**config.mk**
```make
export PLATFORM = sky130hd
export DESIGN_NAME = cba_seq_adder
export DESIGN_NICKNAME = d
export VERILOG_FILES = /design/src/rtl/cba_seq_adder.sv
export SDC_FILE = /design/constraint.sdc
export NUM_CORES = 1
export LEC_CHECK = 0
export ABC_AREA = 1
export ABC_CLOCK_PERIOD_IN_PS = 25900
export CAP_MARGIN = 5
export CORE_ASPECT_RATIO = 1.5
export CORE_UTILIZATION = 45
export CTS_CLUSTER_DIAMETER = 150
export DETAILED_ROUTE_END_ITERATION = 10
export GPL_TIMING_DRIVEN = 0
export PLACE_DENSITY = 0.75
export SKIP_LAST_GASP = 1
export SYNTH_ARGS = -nofsm -noshare
export SYNTH_HDL_FRONTEND = slang
export SYNTH_SLANG_ARGS = --single-unit
```
**constraint.sdc**
```tcl
create_clock -name clk -period 25.9 [get_ports clk]
set_input_delay 2.59 -clock clk [delete_from_list [all_inputs] [get_ports clk]]
set_output_delay 2.59 -clock clk [all_outputs]
set_load 0.01 [all_outputs]
```
**src/rtl/cba_seq_adder.sv**
```systemverilog
// cba_seq_adder: multi-cycle wide adder/subtractor.
// Operands are 16*WORDS bits wide. The block works through them one 16-bit slice per
// clock, least-significant slice first, using one shared 16-bit carry-bypass adder.
// The carry between slices is held in a register.
//
// State table:
//   state | meaning
//   IDLE  | waiting for an operation; in_ready=1
//   RUN   | processing slice cnt; carry holds the carry into that slice
//   DONE  | result valid; held until out_ready
//
// Ports:
//   clk, rst_n           clock; synchronous active-low reset
//   in_valid/in_ready    request handshake carrying in_a, in_b, in_sub (0: A+B, 1: A-B)
//   out_valid/out_ready  result handshake carrying out_sum, out_cout, out_ovf
//   busy                 high while in RUN or DONE
module cba_seq_adder #(
    parameter int WORDS = 4,
    parameter int CNT_W = 2
) (
    input  logic                  clk,
    input  logic                  rst_n,
    input  logic                  in_valid,
    output logic                  in_ready,
    input  logic [16*WORDS-1:0]   in_a,
    input  logic [16*WORDS-1:0]   in_b,
    input  logic                  in_sub,
    output logic                  out_valid,
    input  logic                  out_ready,
    output logic [16*WORDS-1:0]   out_sum,
    output logic                  out_cout,
    output logic                  out_ovf,
    output logic                  busy
);

    localparam int W = 16 * WORDS;

    typedef enum logic [1:0] {
        IDLE = 2'd0,
        RUN  = 2'd1,
        DONE = 2'd2
    } state_t;

    state_t             state_q, state_d;
    logic [CNT_W-1:0]   cnt;
    logic               carry;
    logic [W-1:0]       a_q, b_q;
    logic               sub_q;
    logic [W-1:0]       sum_q;
    logic               cout_q, ovf_q;

    logic [15:0]        a_sl, b_sl, s_sl;
    logic               c15, c_out;
    logic               last;

    assign last = (cnt == CNT_W'(WORDS - 1));

    // Slice operand select; B is inverted for subtraction (carry-in supplies the +1).
    always_comb begin
        a_sl = '0;
        b_sl = '0;
        for (int w = 0; w < WORDS; w++) begin
            if (cnt == CNT_W'(w)) begin
                a_sl = a_q[16*w +: 16];
                b_sl = b_q[16*w +: 16] ^ {16{sub_q}};
            end
        end
    end

    // 16-bit carry-bypass adder: two 8-bit ripple groups. When every bit in a group
    // propagates, the group carry-out is taken straight from its carry-in.
    // c15 is the ripple carry into bit 15, needed for signed overflow.
    always_comb begin
        logic rc, p, cin_g, grp_c;
        s_sl  = '0;
        c15   = 1'b0;
        rc    = 1'b0;
        p     = 1'b0;
        cin_g = 1'b0;
        grp_c = carry;
        for (int g = 0; g < 2; g++) begin
            cin_g = grp_c;
            rc    = cin_g;
            p     = 1'b1;
            for (int k = 0; k < 8; k++) begin
                if (8*g + k == 15) c15 = rc;
                s_sl[8*g+k] = a_sl[8*g+k] ^ b_sl[8*g+k] ^ rc;
                rc = (a_sl[8*g+k] & b_sl[8*g+k]) | (rc & (a_sl[8*g+k] ^ b_sl[8*g+k]));
                p  = p & (a_sl[8*g+k] ^ b_sl[8*g+k]);
            end
            grp_c = p ? cin_g : rc;
        end
        c_out = grp_c;
    end

    always_ff @(posedge clk) begin
        if (!rst_n) state_q <= IDLE;
        else        state_q <= state_d;
    end

    always_comb begin
        state_d = state_q;
        case (state_q)
            IDLE:    if (in_valid)  state_d = RUN;
            RUN:     if (last)      state_d = DONE;
            DONE:    if (out_ready) state_d = IDLE;
            default:                state_d = IDLE;
        endcase
    end

    always_ff @(posedge clk) begin
        if (!rst_n) begin
            cnt    <= '0;
            carry  <= 1'b0;
            a_q    <= '0;
            b_q    <= '0;
            sub_q  <= 1'b0;
            sum_q  <= '0;
            cout_q <= 1'b0;
            ovf_q  <= 1'b0;
        end else begin
            case (state_q)
                IDLE: begin
                    if (in_valid) begin
                        a_q    <= in_a;
                        b_q    <= in_b;
                        sub_q  <= in_sub;
                        carry  <= in_sub;
                        cnt    <= '0;
                        sum_q  <= '0;
                        cout_q <= 1'b0;
                        ovf_q  <= 1'b0;
                    end
                end
                RUN: begin
                    for (int w = 0; w < WORDS; w++) begin
                        if (cnt == CNT_W'(w)) sum_q[16*w +: 16] <= s_sl;
                    end
                    carry <= c_out;
                    if (last) begin
                        cout_q <= c_out;
                        ovf_q  <= c15 ^ c_out;
                        cnt    <= '0;
                    end else begin
                        cnt    <= cnt + CNT_W'(1);
                    end
                end
                default: ;
            endcase
        end
    end

    assign in_ready  = (state_q == IDLE);
    assign out_valid = (state_q == DONE);
    assign busy      = (state_q == RUN) || (state_q == DONE);
    assign out_sum   = sum_q;
    assign out_cout  = cout_q;
    assign out_ovf   = ovf_q;

endmodule
```
## Yosys cells after proc, flatten, opt, wreduce, memory -nomap -nowiden

Cells that the tools add are included.

- Bits of input ports: 133
- Flip-flop bits (word level): 200
- Word-level logic and storage cells: 164

- Eq/ne operators: 11
- Reductions and logical operators: 11
- $add $sub $neg: 1
- Bitwise logic cells: 99
- Multiplexer cells: 30

Operators with widths:

| operator | count |
|---|---|
| 2-to-1 mux 16 bit | 12 |
| one-hot mux 64 bit (2 select lines) | 1 |
| 2-to-1 mux 64 bit | 1 |
| bitwise XOR 16 bit | 4 |
| bitwise AND 1 bit | 46 |
| bitwise XOR 1 bit | 33 |
| bitwise OR 1 bit | 16 |
| AND reduction 3 bit | 5 |
| 2-to-1 mux 2 bit | 5 |
| != test 2 bit (second input constant) | 5 |
| equality test 2 bit (second input constant) | 3 |
| 2-to-1 mux 1 bit | 6 |
| one-hot mux 1 bit (2 select lines) | 3 |
| one-hot mux 2 bit (3 select lines) | 1 |
| equality test 2 x 1 -> 1 bit (second input constant) | 2 |
| logical NOT 2 bit | 2 |
| one-hot mux 2 bit (2 select lines) | 1 |
| AND reduction 2 bit | 2 |
| adder 2 x 1 -> 2 bit (second input constant) | 1 |
| != test 2 x 1 -> 1 bit (second input constant) | 1 |
| nonzero test 2 bit | 1 |
| logical OR 1 bit | 1 |

## Depth between registers and ports, before layout

- Word-level depth: 43
- Gate-level depth with buffers: 34
- Depth with buffers taken out: 33

## Worst setup path after synthesis

No wires, ideal clock.

- Path type: register to register
- Start: register cnt[0]
- End: register sum_q[63], in the netlist out_sum[63]
- Slack: 17.009 ns
- Arrival time: 8.806 ns
- Buffers on the path: 2
- Stages on the path, launching flop included: 32
- Data required time: 25.814 ns
- Cells stage by stage: dfxtp_1 > inv_1 > ha_1 > buf_2 > inv_1 > clkbuf_1 > nand3_1 > o211ai_1 > o21ai_0 > fa_1 > fa_1 > fa_1 > fa_1 > fa_1 > fa_1 > fa_1 > fa_1 > inv_1 > nand2_1 > and2_1 > fa_1 > fa_1 > fa_1 > fa_1 > fa_1 > inv_1 > fa_1 > fa_1 > fa_1 > nor2_1 > inv_1 > a211oi_1

- Longest elaborated chain between the ends: 40
- Elaborated cells on any way between the ends: 86

Ends and longest elaborated chain:

| what | RTL line | text |
|---|---|---|
| start, declared | 45 | `logic [CNT_W-1:0] cnt;` |
| start signal, assigned | 145 | `cnt <= cnt + CNT_W'(1);` |
| logical NOT 2 bit | 63 | `if (cnt == CNT_W'(w)) begin` |
| 2-to-1 mux 16 bit (4 in series) | 63 |  |
| bitwise XOR 1 bit | 88, 89 |  |
| bitwise AND 1 bit | 88 | `rc = (a_sl[8*g+k] & b_sl[8*g+k]) \| (rc & (a_sl[8*g+k] ^ b_sl[8*g+k]));` |
| bitwise OR 1 bit | 88 |  |
| bitwise AND 1 bit | 88 |  |
| bitwise OR 1 bit | 88 |  |
| bitwise AND 1 bit | 88 |  |
| [21 not listed] | - |  |
| bitwise OR 1 bit | 88 |  |
| bitwise AND 1 bit | 88 |  |
| bitwise OR 1 bit | 88 |  |
| bitwise AND 1 bit | 88 |  |
| bitwise OR 1 bit | 88 |  |
| bitwise XOR 1 bit | 87 | `s_sl[8*g+k] = a_sl[8*g+k] ^ b_sl[8*g+k] ^ rc;` |
| 2-to-1 mux 16 bit | 137 | `if (cnt == CNT_W'(w)) sum_q[16*w +: 16] <= s_sl;` |
| one-hot mux 64 bit (2 select lines) | 122 | `case (state_q)` |
| end signal, assigned by index | 137 |  |
| end, declared | 49 | `logic [W-1:0] sum_q;` |

Several ways; a longest one is shown, not always the timed one. The select of a mux whose other input is x is not followed.
A chain may end at the register's enable or synchronous reset.

## Worst setup path after layout

Ends and elaborated chain as after synthesis.

==> flow_summary.ini <==
[run_status]
status = finished clean

[grt]
overflow = 0
grt_pass1_wl_mm = 42.03
grt_pass1_vias = 8396
grt_start_max_net_pins = 21
antenna_found_initial = 0
gr-usage-all-layers_pct = 25.87

[clock_tree]
post_cts_resize_count = 0
cts_sinks = 200
h-tree-depth = 4
clk_pin_slew_ns = 0.08
ctsHoldBuffers = 0
clock-root-buffer = clkbuf_16
clk-insertion-delay-late_ns = 0.45
cts_tree = built
numCtsBuffers = 17
postCtsSetupRepairBufs = 0
cts.path.max_buffers = 2

[setup_path]
crit_family = adder cells
startpoint_type = flip-flop
crit_type = reg2reg
cp-end-kind = flip-flop
path_buf_inv = 7
crit_top_cell = fa_1
critical_path_arrival_ns = 10.15
cp_max_fo = 10
critPathRequiredTime_ns = 26.26
max_stage_delay_ns = 0.48
slowest_stage = fa_1

[drt]
drt_first_pass_iters = 6
route.detailed.drc = 0
wl_met3_mm = 1.278
top_layer_used = met4
wl_met2_mm = 13.81
antenna_left = 0
via_count = 8649
detail_route.vias_per_cell = 5.207
wl_met1_mm = 10.74
wl_per_cell_um = 16.11
wl_mm = 26.76
drt_iter0_markers = 564

[logic_synthesis]
yosysTopAreaCellShare_pct = 43.63
synthCells = 1169
synth_top_area_cell = dfxtp_1
synth_warnings = 0
synth_edf_count = 0
async_flop_share_pct = 0
synthFlopType = dfxtp_1
synth_area_um2 = 9178
yosys-top-cells-count = nor2_1 (285), o21ai_0 (204), dfxtp_1 (200), a21oi_1 (91), nand2_1 (62)
syn_nets = 1341
synth.area.top_cells = dfxtp_1 (44%), nor2_1 (12%), o21ai_0 (11%), a21oi_1 (5.0%), fa_1 (3.5%)
synth.distinct_cells = 32
synth.most_common_cell = nor2_1
yosysSeqAreaShare_pct = 43.63
synth_seq_cells = 200
avgSynthCellArea_um2 = 7.851

[cells_and_area]
multi_input_area_um2 = 4577
diodes = 0
drive_gt1_share_pct = 6.424
area_growth_pct = 31.66
n_fill_cell = 1852
regArea_um2 = 4004
layout.nets = 1560

[placement]
gp_congestion = 0.9120
io_buffers = 200
post-dp-hpwl_mm = 21.22

[pwr]
leakage_nw = 4.897
p_seq_share_pct = 40.7
swShare_pct = 34.65
vdd_drop_max_v = 0.00004271
p_int_uw = 602.8
pwr_density_cell_nw_per_um2 = 76.35
switching_power_uw = 319.7
p_clk_share_pct = 28.4
combPwrFrac_pct = 30.9

[floorplanning]
ioPinCount = 202
die_x_um = 118.6
core_um2 = 19860
fp-row-count = 63
die_h_um = 176.9
initial_core_util_pct = 46.20
dieArea_um2 = 20980

[sta]
fin_crit_ns = 9.799
setup_tns_ns = 0
slew_headroom_pct = 53.11
hold_slack_ns = 0.4748
maxSlewViolCount = 0
finalSetupViolations = 0
final_hold_viol_count = 0
worst_slew_pin_slew_ns = 0.6960
fmax_mhz = 102.1
rsz0062_at_grt = no
fin_worst_skew_ns = 0.01285
period_share_pct = 37.83

[worst_hold_path]
hold_class = reg2reg

[flow_run]
max_cap_viol_count = 0
-- flip-flops by register name, indices dropped and copies added (netlist names) --
register  cells
a_q          64
b_q          64
out_sum      64
cnt           2
state_q       2
carry         1
out_cout      1
out_ovf       1
sub_q         1
-- power by group through the flow --
stage          clock network, mW  logic (mW)  registers, mW
3_5_place_dp                   0       0.284          0.382
5_1_grt                    0.275       0.317          0.379
4_1_cts                    0.261       0.285          0.375
6_report                   0.262       0.286          0.375
3_3_place_gp                   0       0.278          0.381
2_1_floorplan                  0       0.161          0.383
-- metrics by stage --
stage	setup slack [ns]	std cells	power [mW]	instance area (µm²)	utilization [%]
CTS	16.09	1661	0.9218	12080	60.83
finish	16.10	1661	0.9225	12080	60.83
global placement	16.20	1629	0.6589	11500	57.92
detailed placement	16.14	1629	0.6658	11500	57.92
floorplan	17.01	1169	0.5437	9178	-
global route	15.57	1661	0.9716	12080	60.83
-- per-layer routing --
| layer | GRT usage [%] | vias up |
|---|---|---|
| met5 | 0 | - |
| met4 | 11.71 | 0 |
| met3 | 4.671 | 52 |
| met2 | 47.56 | 275 |
| met1 | 28.81 | 3980 |
| li1 | - | 4342 |
-- cell type report --
class | count | area share (%)
plain buffers | 94 | 3.862
clock buffers | 17 | 3.521
clock inverters | 15 | 1.263
inverters | 34 | 1.077
multi-input cells | 841 | 37.88
flip-flops and latches | 200 | 33.14
well taps | 260 | 2.692
repair buffers | 200 | 16.57
-- tightest hold or removal path: cells and delay by family (launching register included) --
kind / cells / cell delay [ns]
flops: 1 / 0.32
simple gates: 2 / 0.12
-- cells in the final DEF (no fill, tap or decap), types with 6 or more instances in the layout --
cell	netlist	final
o21a_1	13	13
o21ai_1	25	25
nand2_1	62	62
ha_1	23	23
fa_1	16	16
a21oi_1	91	91
a22oi_1	18	18
nand3_1	13	13
dfxtp_1	200	200
buf_6	6	6
clkbuf_1	44	44
xnor2_1	16	16
a211oi_1	7	7
nor2_1	285	285
o211ai_1	29	29
buf_2	34	34
o21ai_0	204	204
inv_1	30	30
clkbuf_16	0	17
buf_4	7	7
clkdlybuf4s50_1	0	200
xor2_1	27	27
-- cells by family (layout without fill, tap and decap cells) --
logic type,Yosys count,count (layout),synth area share (%)
AND/OR/NAND/NOR,366,366,15.36
buffers and inverters,128,360,6.503
AO/OA/AOI/OAI,393,393,23.78
adder cells (fa/ha/maj),39,39,6.626
XOR/XNOR,43,43,4.104
flip-flops,200,200,43.63
-- path summary, 6_finish.rpt --
kind,from,to,slack (ns),cells past startpoint
worst max-delay path,cnt[0],out_sum[63],16.10,31
worst min-delay path,out_ovf,out_ovf,0.47,2
worst max register to register,cnt[0],out_sum[63],16.10,31
worst min register to register,out_ovf,out_ovf,0.47,2
(Power assumes the default switching activity.)
